`src/rtl/sdram_port_arbiter.sv`:
```
// Two-master front end for the SDRAM controller native command port.
// Serialises commands and steers in-order read returns back to their issuer.
module sdram_port_arbiter #(
   parameter int ADDR_WIDTH   = 32,
   parameter int DATA_WIDTH   = 32,
   parameter int MAX_RD       = 4,
   parameter int PRIO_MODE    = 1,
   parameter int STARVE_LIMIT = 8
) (
   input  logic                    i_sysclk,
   input  logic                    i_rst_n,
   input  logic                    i_m0_req,
   input  logic                    i_m0_we,
   input  logic [ADDR_WIDTH-1:0]   i_m0_addr,
   input  logic [DATA_WIDTH-1:0]   i_m0_wdata,
   input  logic [DATA_WIDTH/8-1:0] i_m0_wmask,
   output logic                    o_m0_ack,
   output logic                    o_m0_rvalid,
   output logic [DATA_WIDTH-1:0]   o_m0_rdata,
   input  logic                    i_m1_req,
   input  logic                    i_m1_we,
   input  logic [ADDR_WIDTH-1:0]   i_m1_addr,
   input  logic [DATA_WIDTH-1:0]   i_m1_wdata,
   input  logic [DATA_WIDTH/8-1:0] i_m1_wmask,
   output logic                    o_m1_ack,
   output logic                    o_m1_rvalid,
   output logic [DATA_WIDTH-1:0]   o_m1_rdata,
   output logic                    o_sdr_req,
   output logic                    o_sdr_we,
   output logic [ADDR_WIDTH-1:0]   o_sdr_addr,
   output logic [DATA_WIDTH-1:0]   o_sdr_wdata,
   output logic [DATA_WIDTH/8-1:0] o_sdr_wmask,
   input  logic                    i_sdr_ready,
   input  logic                    i_sdr_rvalid,
   input  logic [DATA_WIDTH-1:0]   i_sdr_rdata,
   output logic                    o_err
);
   localparam int MW = DATA_WIDTH / 8;
   localparam int PW = $clog2(MAX_RD);
   localparam int CW = $clog2(MAX_RD + 1);
   localparam int SW = $clog2(STARVE_LIMIT + 1);

   typedef enum logic {IDLE, GRANT} state_t;

   state_t            state_q;
   logic              owner_q;
   logic              rr_q;
   logic [SW-1:0]     starve_q;
   logic [MAX_RD-1:0] tag_q;
   logic [PW-1:0]     wptr_q;
   logic [PW-1:0]     rptr_q;
   logic [CW-1:0]     cnt_q;
   logic              sdr_req_q;
   logic              sdr_we_q;
   logic [ADDR_WIDTH-1:0] sdr_addr_q;
   logic [DATA_WIDTH-1:0] sdr_wdata_q;
   logic [MW-1:0]     sdr_wmask_q;
   logic [1:0]        rvalid_q;
   logic [DATA_WIDTH-1:0] rdata0_q;
   logic [DATA_WIDTH-1:0] rdata1_q;
   logic              err_q;

   logic              full;
   logic              empty;
   logic              elig0;
   logic              elig1;
   logic              win_valid;
   logic              win1;
   logic              accept;
   logic              push;
   logic              pop;
   logic              sdr_we_d;
   logic [ADDR_WIDTH-1:0] sdr_addr_d;
   logic [DATA_WIDTH-1:0] sdr_wdata_d;
   logic [MW-1:0]     sdr_wmask_d;

   always_comb begin
      full      = (cnt_q == CW'(MAX_RD));
      empty     = (cnt_q == '0);
      elig0     = i_m0_req & (i_m0_we | ~full);
      elig1     = i_m1_req & (i_m1_we | ~full);
      win_valid = elig0 | elig1;
      win1      = elig1;
      if (elig0 && elig1) begin
         if (PRIO_MODE == 0) win1 = rr_q;
         else                win1 = (starve_q == SW'(STARVE_LIMIT));
      end
      sdr_we_d    = win1 ? i_m1_we    : i_m0_we;
      sdr_addr_d  = win1 ? i_m1_addr  : i_m0_addr;
      sdr_wdata_d = win1 ? i_m1_wdata : i_m0_wdata;
      sdr_wmask_d = win1 ? i_m1_wmask : i_m0_wmask;
      accept = (state_q == GRANT) & i_sdr_ready;
      push   = accept & ~sdr_we_q;
      pop    = i_sdr_rvalid & ~empty;
   end

   // Ack is combinational so the master sees it in the accepting cycle.
   assign o_m0_ack    = accept & ~owner_q;
   assign o_m1_ack    = accept & owner_q;
   assign o_m0_rvalid = rvalid_q[0];
   assign o_m1_rvalid = rvalid_q[1];
   assign o_m0_rdata  = rdata0_q;
   assign o_m1_rdata  = rdata1_q;
   assign o_sdr_req   = sdr_req_q;
   assign o_sdr_we    = sdr_we_q;
   assign o_sdr_addr  = sdr_addr_q;
   assign o_sdr_wdata = sdr_wdata_q;
   assign o_sdr_wmask = sdr_wmask_q;
   assign o_err       = err_q;

   always_ff @(posedge i_sysclk or negedge i_rst_n) begin
      if (!i_rst_n) begin
         state_q     <= IDLE;
         owner_q     <= 1'b0;
         rr_q        <= 1'b0;
         starve_q    <= '0;
         tag_q       <= '0;
         wptr_q      <= '0;
         rptr_q      <= '0;
         cnt_q       <= '0;
         sdr_req_q   <= 1'b0;
         sdr_we_q    <= 1'b0;
         sdr_addr_q  <= '0;
         sdr_wdata_q <= '0;
         sdr_wmask_q <= '0;
         rvalid_q    <= '0;
         rdata0_q    <= '0;
         rdata1_q    <= '0;
         err_q       <= 1'b0;
      end else begin
         rvalid_q <= '0;
         if (pop) begin
            rvalid_q[tag_q[rptr_q]] <= 1'b1;
            if (tag_q[rptr_q]) rdata1_q <= i_sdr_rdata;
            else               rdata0_q <= i_sdr_rdata;
            rptr_q <= rptr_q + PW'(1);
         end else if (i_sdr_rvalid) begin
            err_q <= 1'b1;
         end
         if (push) begin
            tag_q[wptr_q] <= owner_q;
            wptr_q        <= wptr_q + PW'(1);
         end
         cnt_q <= cnt_q + CW'(push) - CW'(pop);
         case (state_q)
            IDLE: begin
               if (win_valid) begin
                  state_q     <= GRANT;
                  sdr_req_q   <= 1'b1;
                  owner_q     <= win1;
                  sdr_we_q    <= sdr_we_d;
                  sdr_addr_q  <= sdr_addr_d;
                  sdr_wdata_q <= sdr_wdata_d;
                  sdr_wmask_q <= sdr_wmask_d;
                  rr_q        <= ~win1;
                  if (win1)
                     starve_q <= '0;
                  else if (elig1 && starve_q != SW'(STARVE_LIMIT))
                     starve_q <= starve_q + SW'(1);
               end
            end
            GRANT: begin
               if (i_sdr_ready) begin
                  state_q   <= IDLE;
                  sdr_req_q <= 1'b0;
               end
            end
         endcase
      end
   end
endmodule

```
`config.mk`:
```
export PLATFORM = sky130hd
export DESIGN_NAME = sdram_port_arbiter
export DESIGN_NICKNAME = d
export VERILOG_FILES = /design/src/rtl/sdram_port_arbiter.sv
export SDC_FILE = /design/constraint.sdc
export NUM_CORES = 1
export LEC_CHECK = 0
export BUFFER_PORTS_ARGS = -buffer_cell sky130_fd_sc_hd__buf_2
export CAP_MARGIN = 20
export CORE_MARGIN = 2
export CORE_UTILIZATION = 47
export DETAILED_ROUTE_END_ITERATION = 8
export PLACE_DENSITY = 0.88
export SLEW_MARGIN = 15
export SYNTH_ARGS = -nofsm -noshare
export SYNTH_HDL_FRONTEND = slang
export SYNTH_SLANG_ARGS = --single-unit
```
`constraint.sdc`:
```
create_clock -name i_sysclk -period 2.4 [get_ports i_sysclk]
set_clock_uncertainty 0.2 [all_clocks]
set_input_delay 0.24 -clock i_sysclk [delete_from_list [all_inputs] [get_ports i_sysclk]]
set_output_delay 0.24 -clock i_sysclk [all_outputs]
set_load 0.02 [all_outputs]
```
==> results.tsv, run 1 <==
stage	metric	value	unit
worst_setup_path	r2r setup slk	60	ps
global_routing	first-pass GRT wire length	38.8	mm
layout	share of post-route cells with drive strength above 1	0.435	
global_routing	gr ovfl total	0	
pwr	PD cells	1330	nW/um2
yosys	top post-synthesis cells by area	dfrtp_1 57%, mux2_2 11%, a21oi_1 7.4%	
global_routing	All-Layer GR Usage	0.338	
layout	commonest cells after routing, fill and taps aside	313 x buf_2, 173 x dlygate4sd3_1, 154 x dfrtp_1	
place	IO buf count	314	
timing	worst hold margin	120	ps
route	DR vias/cell	5.48	
timing	Final min period	2340	ps
route	WL per Instance	20.6	um
timing	relative slew slack	0.595	
clock_tree	# clock sinks	154	
timing	fin. max-slew vios	0	
timing	total negative slack	0	ps
route	WL final	26.5	mm
floorplanning	IO Count	315	
clock_tree	CTS tree	yes	
yosys	Synth area leader	dfrtp_1	
route	Detailed Routing Iterations Pass 1	5	
clock_tree	CTS Buf Count	17	
layout	Layout Nets	1276	
worst_setup_path	CP Capture Type	flip-flop	
worst_setup_path	startpoint types	flip-flop	
floorplanning	Die X	124	um
pwr	VDD IR-drop max	0.721	mV
place	HPWL after DPL	13.6	mm
yosys	post-synthesis cell type count	37	
pwr	total power	0.0145	W
yosys	Syn Inst Count	603	
layout	non-filler cells in the finished layout	1286	
yosys	syn nets	788	
yosys	fraction of the yosys area taken by sequential cells	0.571	
worst_setup_path	Critical Path Fanout Max	41	
worst_setup_path	critical setup path kind	flip-flop to flip-flop	
route	Remaining DRCs	0	
status	status	completed	
global_routing	initial antenna violation count	2	
floorplanning	Initial Utilization	0.485	
floorplanning	Die Ht	124	um
clock_tree	CTS Buffer Depth	2	
worst_setup_path	crit path from	cnt_q[1]	
timing	fin crit share	0.975	
min_path	worst hold path type	input pin to flip-flop	
yosys	YS warnings	0	
yosys	mapped cell area	6750	um2
global_routing	vias in the first global route	7385	
route	antenna viol nets, final	0	
timing	worst-margin pin slew	607	ps
pwr	Pleak	5.26	nW
yosys	Avg Inst Size Synth	11.2	um2
flow_run	Max Cap Violations	0	
place	routability-driven placement congestion ratio	0.802	
clock_tree	Skew-Pair Late Insertion Delay	410	ps
clock_tree	H-tree depth	4	
yosys	post-synth top area share	0.571	
clock_tree	clk slew on worst S/H paths	60	ps
clock_tree	Root Buffer	clkbuf_16	
timing	RSZ-0062 raised after global routing	false	
route	DR iter-0 viols	533	
timing	final hold violation count	0	
worst_setup_path	Worst Path Arrival	2440	ps
layout	Layout area overhead	61.9	%
timing	f_max	0.427	GHz
layout	FILL cells	744	
place	placed cell count	1077	
min_path	worst hold start	i_m1_req	
worst_setup_path	Critical Path RT	2500	ps
floorplanning	die area	15300	um2
floorplanning	Core Box Area	13900	um2
route	Vias	7052	
global_routing	largest net degree at the start of global routing	69	
layout	commonest non-fill, non-tap cell in the layout	buf_2	
floorplanning	row cnt	43	
worst_setup_path	worst flop-to-flop path startpoint	cnt_q[1]	
timing	Final setup viols	0	
yosys	Synth Register Bits	154	
[what timing repair did]
item,in CTS,in global routing
gates resized for setup,1,4
setup buffers,0,0
endpoints found under the setup margin,1,63
pin swaps,0,1
gates cloned,0,2
hold buffers,173,0
endpoints found under the hold margin,249,0
[cell type report]
cell class,count,area (um2),area share
antenna,2,5.00,0.000458
clock buffer,20,457,0.0418
clock inverter,12,139,0.0127
inverter,12,45.0,0.00412
multi-input combinational,403,2690,0.246
sequential,154,3850,0.352
tap,180,225,0.0206
timing repair buffer,503,3520,0.322
[final timing paths]
check                                      to  depth (start not counted)
worst max register to register  o_sdr_addr[9]                          7
worst max-delay path            o_sdr_addr[9]                          7
max in group asynchronous               o_err                          3
min in group asynchronous         rvalid_q[1]                          2
worst min register to register          o_err                          1
worst min-delay path                 o_sdr_we                          3
[metrics by stage]
step	instance area [um2]	setup WS [ps]	utilization
2_1_floorplan	6750	200	-
3_3_place_gp	8550	49.3	0.614
3_5_place_dp	8550	14.2	0.614
4_1_cts	10900	7.57	0.781
5_1_grt	10900	5.65	0.785
6_report	10900	59.6	0.785
[per-layer routing]
metal,wire length [um],up-vias,global-route usage
li1,-,3042,-
met1,9300,3364,0.369
met2,13100,514,0.570
met3,2490,132,0.103
met4,1600,0,0.221
met5,0,-,0
[critical path, cell delays in order, from the launching register on]
cell	delay [ps]
dfrtp_1	400
buf_4	160
nor4b_4	370
buf_4	250
a2bb2oi_4	200
buf_12	270
a21oi_1	60
a21oi_1	290
[cells in the mapped netlist (all sizes together)]
library cell  number
nand3              2
dfrtp            154
nand2             77
o21ai              3
a22o               1
or4b               1
o21a               1
mux2              68
buf               25
ha                 8
inv               12
o22ai              2
and3               1
nor4b              2
nor2              73
mux4               1
xor2               2
or3                1
o311ai             1
a21o               1
nor2b              1
a21oi            139
and3b              1
xnor2              5
nand3b             1
nand2b             3
a32oi              1
nor3               2
fa                 1
clkbuf            11
a2bb2oi            1
o311a              1
[where the power goes]
group / switching (W) / internal [W] / total (W) / leakage (nW)
combinational: 0.00433 / 0.00273 / 0.00706 / 3.18
sequential: 0.000873 / 0.00392 / 0.00480 / 1.79
clock: 0.00109 / 0.00160 / 0.00269 / 0.297
total: 0.00629 / 0.00826 / 0.0145 / 5.26
[logic make-up after synthesis]
logic type	share of synthesized area
muxes	0.117
DFF	0.571
and+or+nand+nor	0.101
buffers and inverters	0.0419
adders and majority gates	0.0178
xor gates and xnor gates	0.00908
AOI/OAI and AO/OA	0.143
[state kept, by name, indices dropped and copies added (netlist names)]
name and cells:
o_m0_rdata 32, o_m1_rdata 32, o_sdr_addr 32, o_sdr_wdata 32, o_sdr_wmask 4, starve_q 4, tag_q 4, cnt_q 3
rptr_q 2, rvalid_q 2, wptr_q 2, o_err 1, o_sdr_req 1, o_sdr_we 1, owner_q 1, state_q 1
Power figures use the tool's default switching activity.
==> inputs of run 2 (changes only) <==
--- a/config.mk
+++ b/config.mk
@@ -7,7 +7,7 @@
 export LEC_CHECK = 0
 export BUFFER_PORTS_ARGS = -buffer_cell sky130_fd_sc_hd__buf_2
 export CAP_MARGIN = 20
-export CORE_MARGIN = 2
+export CORE_MARGIN = 1.5
 export CORE_UTILIZATION = 47
 export DETAILED_ROUTE_END_ITERATION = 8
 export PLACE_DENSITY = 0.88
==> run 2 against run 1 <==
Sequential power hardly changed. Flip-flop and latch count stayed put. Utilization is 0.28 points lower. Sequential share of layout area is 0.13 points higher. Die area is 1.6% lower. Clock-buffer cell count is 3 lower. Cell area is 0.35% lower. Final cell count hardly changed. Register-to-register slack better by 90 ps. Clock power is 1% lower. Setup slack better by 78 ps. Critical path type is now input pin to flip-flop.
==> results.tsv, run 2 (synthesis gave the netlist of run 1 again) <==
stage	metric	value	unit	change
layout	commonest cells after routing, fill and taps aside	313 x buf_2, 173 x dlygate4sd3_1, 154 x dfrtp_1		
clock_tree	CTS tree	yes		
worst_setup_path	Critical Path RT	2510	ps	about the same
route	Remaining DRCs	0		unchanged
timing	fin. max-slew vios	0		unchanged
route	Vias	6971		-1.1%
pwr	sequential share of power	0.332		+0.002
pwr	sw frac	0.440		+0.00755
worst_setup_path	Crit path max-delay family	buffers and inverters		
floorplanning	Die X	123	um	-0.81%
clock_tree	# clock sinks	154		unchanged
timing	final hold violation count	0		unchanged
floorplanning	Core Box Area	13900	um2	unchanged
layout	FILL cells	744		unchanged
global_routing	All-Layer GR Usage	0.338		-0.000775
floorplanning	row cnt	43		unchanged
worst_setup_path	WP buf/inv	3		unchanged
global_routing	vias in the first global route	7320		-0.88%
worst_setup_path	worst flop-to-flop path startpoint	cnt_q[1]		
floorplanning	Die Ht	123	um	-0.81%
status	status	completed		
worst_setup_path	CP Capture Type	flip-flop		
timing	f_max	0.442	GHz	+3.4%
worst_setup_path	CP dominant cell by count	a21oi_1		
worst_setup_path	end point of the critical path	o_sdr_wdata[8]		
worst_setup_path	CP peak stage delay	580	ps	+180 ps
floorplanning	IO Count	315		unchanged
route	DR vias/cell	5.42		-1.1%
clock_tree	Skew-Pair Late Insertion Delay	420	ps	about the same
pwr	PD cells	1330	nW/um2	-0.23%
pwr	Psw	0.00637	W	+1.2%
pwr	VDD IR-drop max	0.690	mV	-4.3%
min_path	worst hold path type	input pin to asynchronous set/reset pin		
place	IO buf count	314		unchanged
timing	worst-margin pin slew	442	ps	-164 ps
floorplanning	die area	15100	um2	-1.6%
timing	total negative slack	0	ps	unchanged
route	antenna viol nets, final	0		unchanged
global_routing	initial antenna violation count	2		unchanged
worst_setup_path	Levels on crit path	7		unchanged
worst_setup_path	Critical Path Fanout Max	44		+7.3%
layout	share of post-route cells with drive strength above 1	0.435		about the same
worst_setup_path	critical setup path kind	input pin to flip-flop		
place	routability-driven placement congestion ratio	0.777		-3.2%
worst_setup_path	r2r setup slk	150	ps	+90 ps
worst_setup_path	worst reg2reg path depth	7		unchanged
clock_tree	CTS Buf Count	17		unchanged
route	WL final	25.8	mm	-2.9%
global_routing	gr ovfl total	0		unchanged
clock_tree	clk slew on worst S/H paths	70	ps	about the same
place	HPWL after DPL	13.1	mm	-4.2%
place	DP Area	8560	um2	+0.15%
timing	fin crit share	0.943		-0.0323
layout	final core utilization	0.782		-0.00278
flow_run	Max Cap Violations	0		unchanged
timing	Final setup viols	0		unchanged
clock_tree	Root Buffer	clkbuf_16		
clock_tree	CTS Buffer Depth	2		unchanged
layout	Layout Nets	1274		-0.16%
pwr	power share of the clock group	0.183		-0.002
worst_setup_path	RR Endpoint	o_sdr_wdata[8]		
clock_tree	post-CTS setup buffer count	0		unchanged
pwr	Pleak	5.24	nW	-0.45%
worst_setup_path	slowest CP cell	or4b_4		
timing	relative slew slack	0.704		+0.109
worst_setup_path	crit path from	i_m1_we		
worst_setup_path	Worst Path Arrival	2370	ps	-70 ps
route	Detailed Routing Iterations Pass 1	7		+2
worst_setup_path	startpoint types	input pin		
pwr	Logic pwr share	0.485		about the same
layout	commonest non-fill, non-tap cell in the layout	buf_2		
global_routing	largest net degree at the start of global routing	73		+5.8%
worst_setup_path	worst path cell trace	dlygate4sd3_1 -> buf_2 -> or4b_4 -> a2bb2oi_4 -> buf_12 -> a21oi_1 -> a21oi_1		
pwr	cell-internal power	0.00810	W	-1.9%
layout	Design Area, Final	10900	um2	-0.35%
route	WL per Instance	20.0	um	-2.8%
timing	RSZ-0062 raised after global routing	false		
route	DR iter-0 viols	525		-1.5%
global_routing	first-pass GRT wire length	38.5	mm	-0.80%
floorplanning	Initial Utilization	0.485		unchanged
clock_tree	H-tree depth	4		unchanged
layout	Layout area overhead	61.4	%	
timing	Final min period	2260	ps	-77.5 ps
-- run 2: cell types whose count changed in the layout (fill, tap and decap cells not counted), moves of 2 or more --
cell / delta
inv_6: +4
clkbuf_8: -2
clkinvlp_4: +2
clkinv_4: -3
-- run 2: worst min path at each step --
stage | from | slack [ps] | cells after the start | to
finish | i_rst_n | 80 | 2 | o_m0_rdata[26]
global route | i_rst_n | 100 | 2 | o_m1_rdata[22]
CTS | i_m1_req | 50 | 3 | o_sdr_we
detailed placement | i_rst_n | -40 | 1 | o_m1_rdata[13]
global placement | i_rst_n | -50 | 1 | o_m1_rdata[13]
floorplan | i_rst_n | -260 | 0 | cnt_q[0]
-- run 2: power groups by stage --
stage	clock network (W)	logic, W	registers (W)
floorplan	0	0.00281	0.00608
global placement	0	0.00626	0.00457
detailed placement	0	0.00640	0.00465
CTS	0.00267	0.00665	0.00462
global route	0.00278	0.00748	0.00490
finish	0.00265	0.00702	0.00480
-- run 2: final cells by class --
class | count | area [um2] | share of cell area
antenna | 3 | 7.51 | 0.000689
clock buffer | 17 | 425 | 0.0390
clock inverter | 15 | 155 | 0.0142
timing repair buffer | 503 | 3530 | 0.324
multi-input combinational | 401 | 2650 | 0.243
sequential | 154 | 3850 | 0.354
inverter | 12 | 45.0 | 0.00413
tap | 180 | 225 | 0.0207
-- run 2: worst register-to-register path, stage by stage, from the launching register on --
cell and delay [ps]:
dfrtp_1 400, buf_4 170, nor4b_4 300, buf_4 220, a2bb2oi_4 190, buf_12 270, a21oi_1 130, a21oi_1 270
-- run 2: what timing repair did --
item	4_1_cts	5_1_grt
hold buffers	173	0
endpoints found under the hold margin	291	0
endpoints found under the setup margin	0	6
gates resized for setup	0	4
-- run 2: layer usage --
| metal | GRT usage | wire length (um) |
|---|---|---|
| met1 | 0.375 | 9090 |
| met2 | 0.575 | 12700 |
| met3 | 0.0809 | 2260 |
| met4 | 0.223 | 1720 |
| met5 | 0 | 0 |
-- run 2: per-stage QoR --
| stage | hold WS, ps | instances | power, W | setup slack, ps |
|---|---|---|---|---|
| final | 80.9 | 1285 | 0.0145 | 137 |
| after global routing | 105 | 1284 | 0.0152 | 43.5 |
| after CTS | 52.0 | 1282 | 0.0139 | 104 |
| after detailed placement | -39.9 | 1077 | 0.0110 | 144 |
| after global placement | -49.8 | 1077 | 0.0108 | 186 |
| after floorplan | -256 | 603 | 0.00889 | 200 |
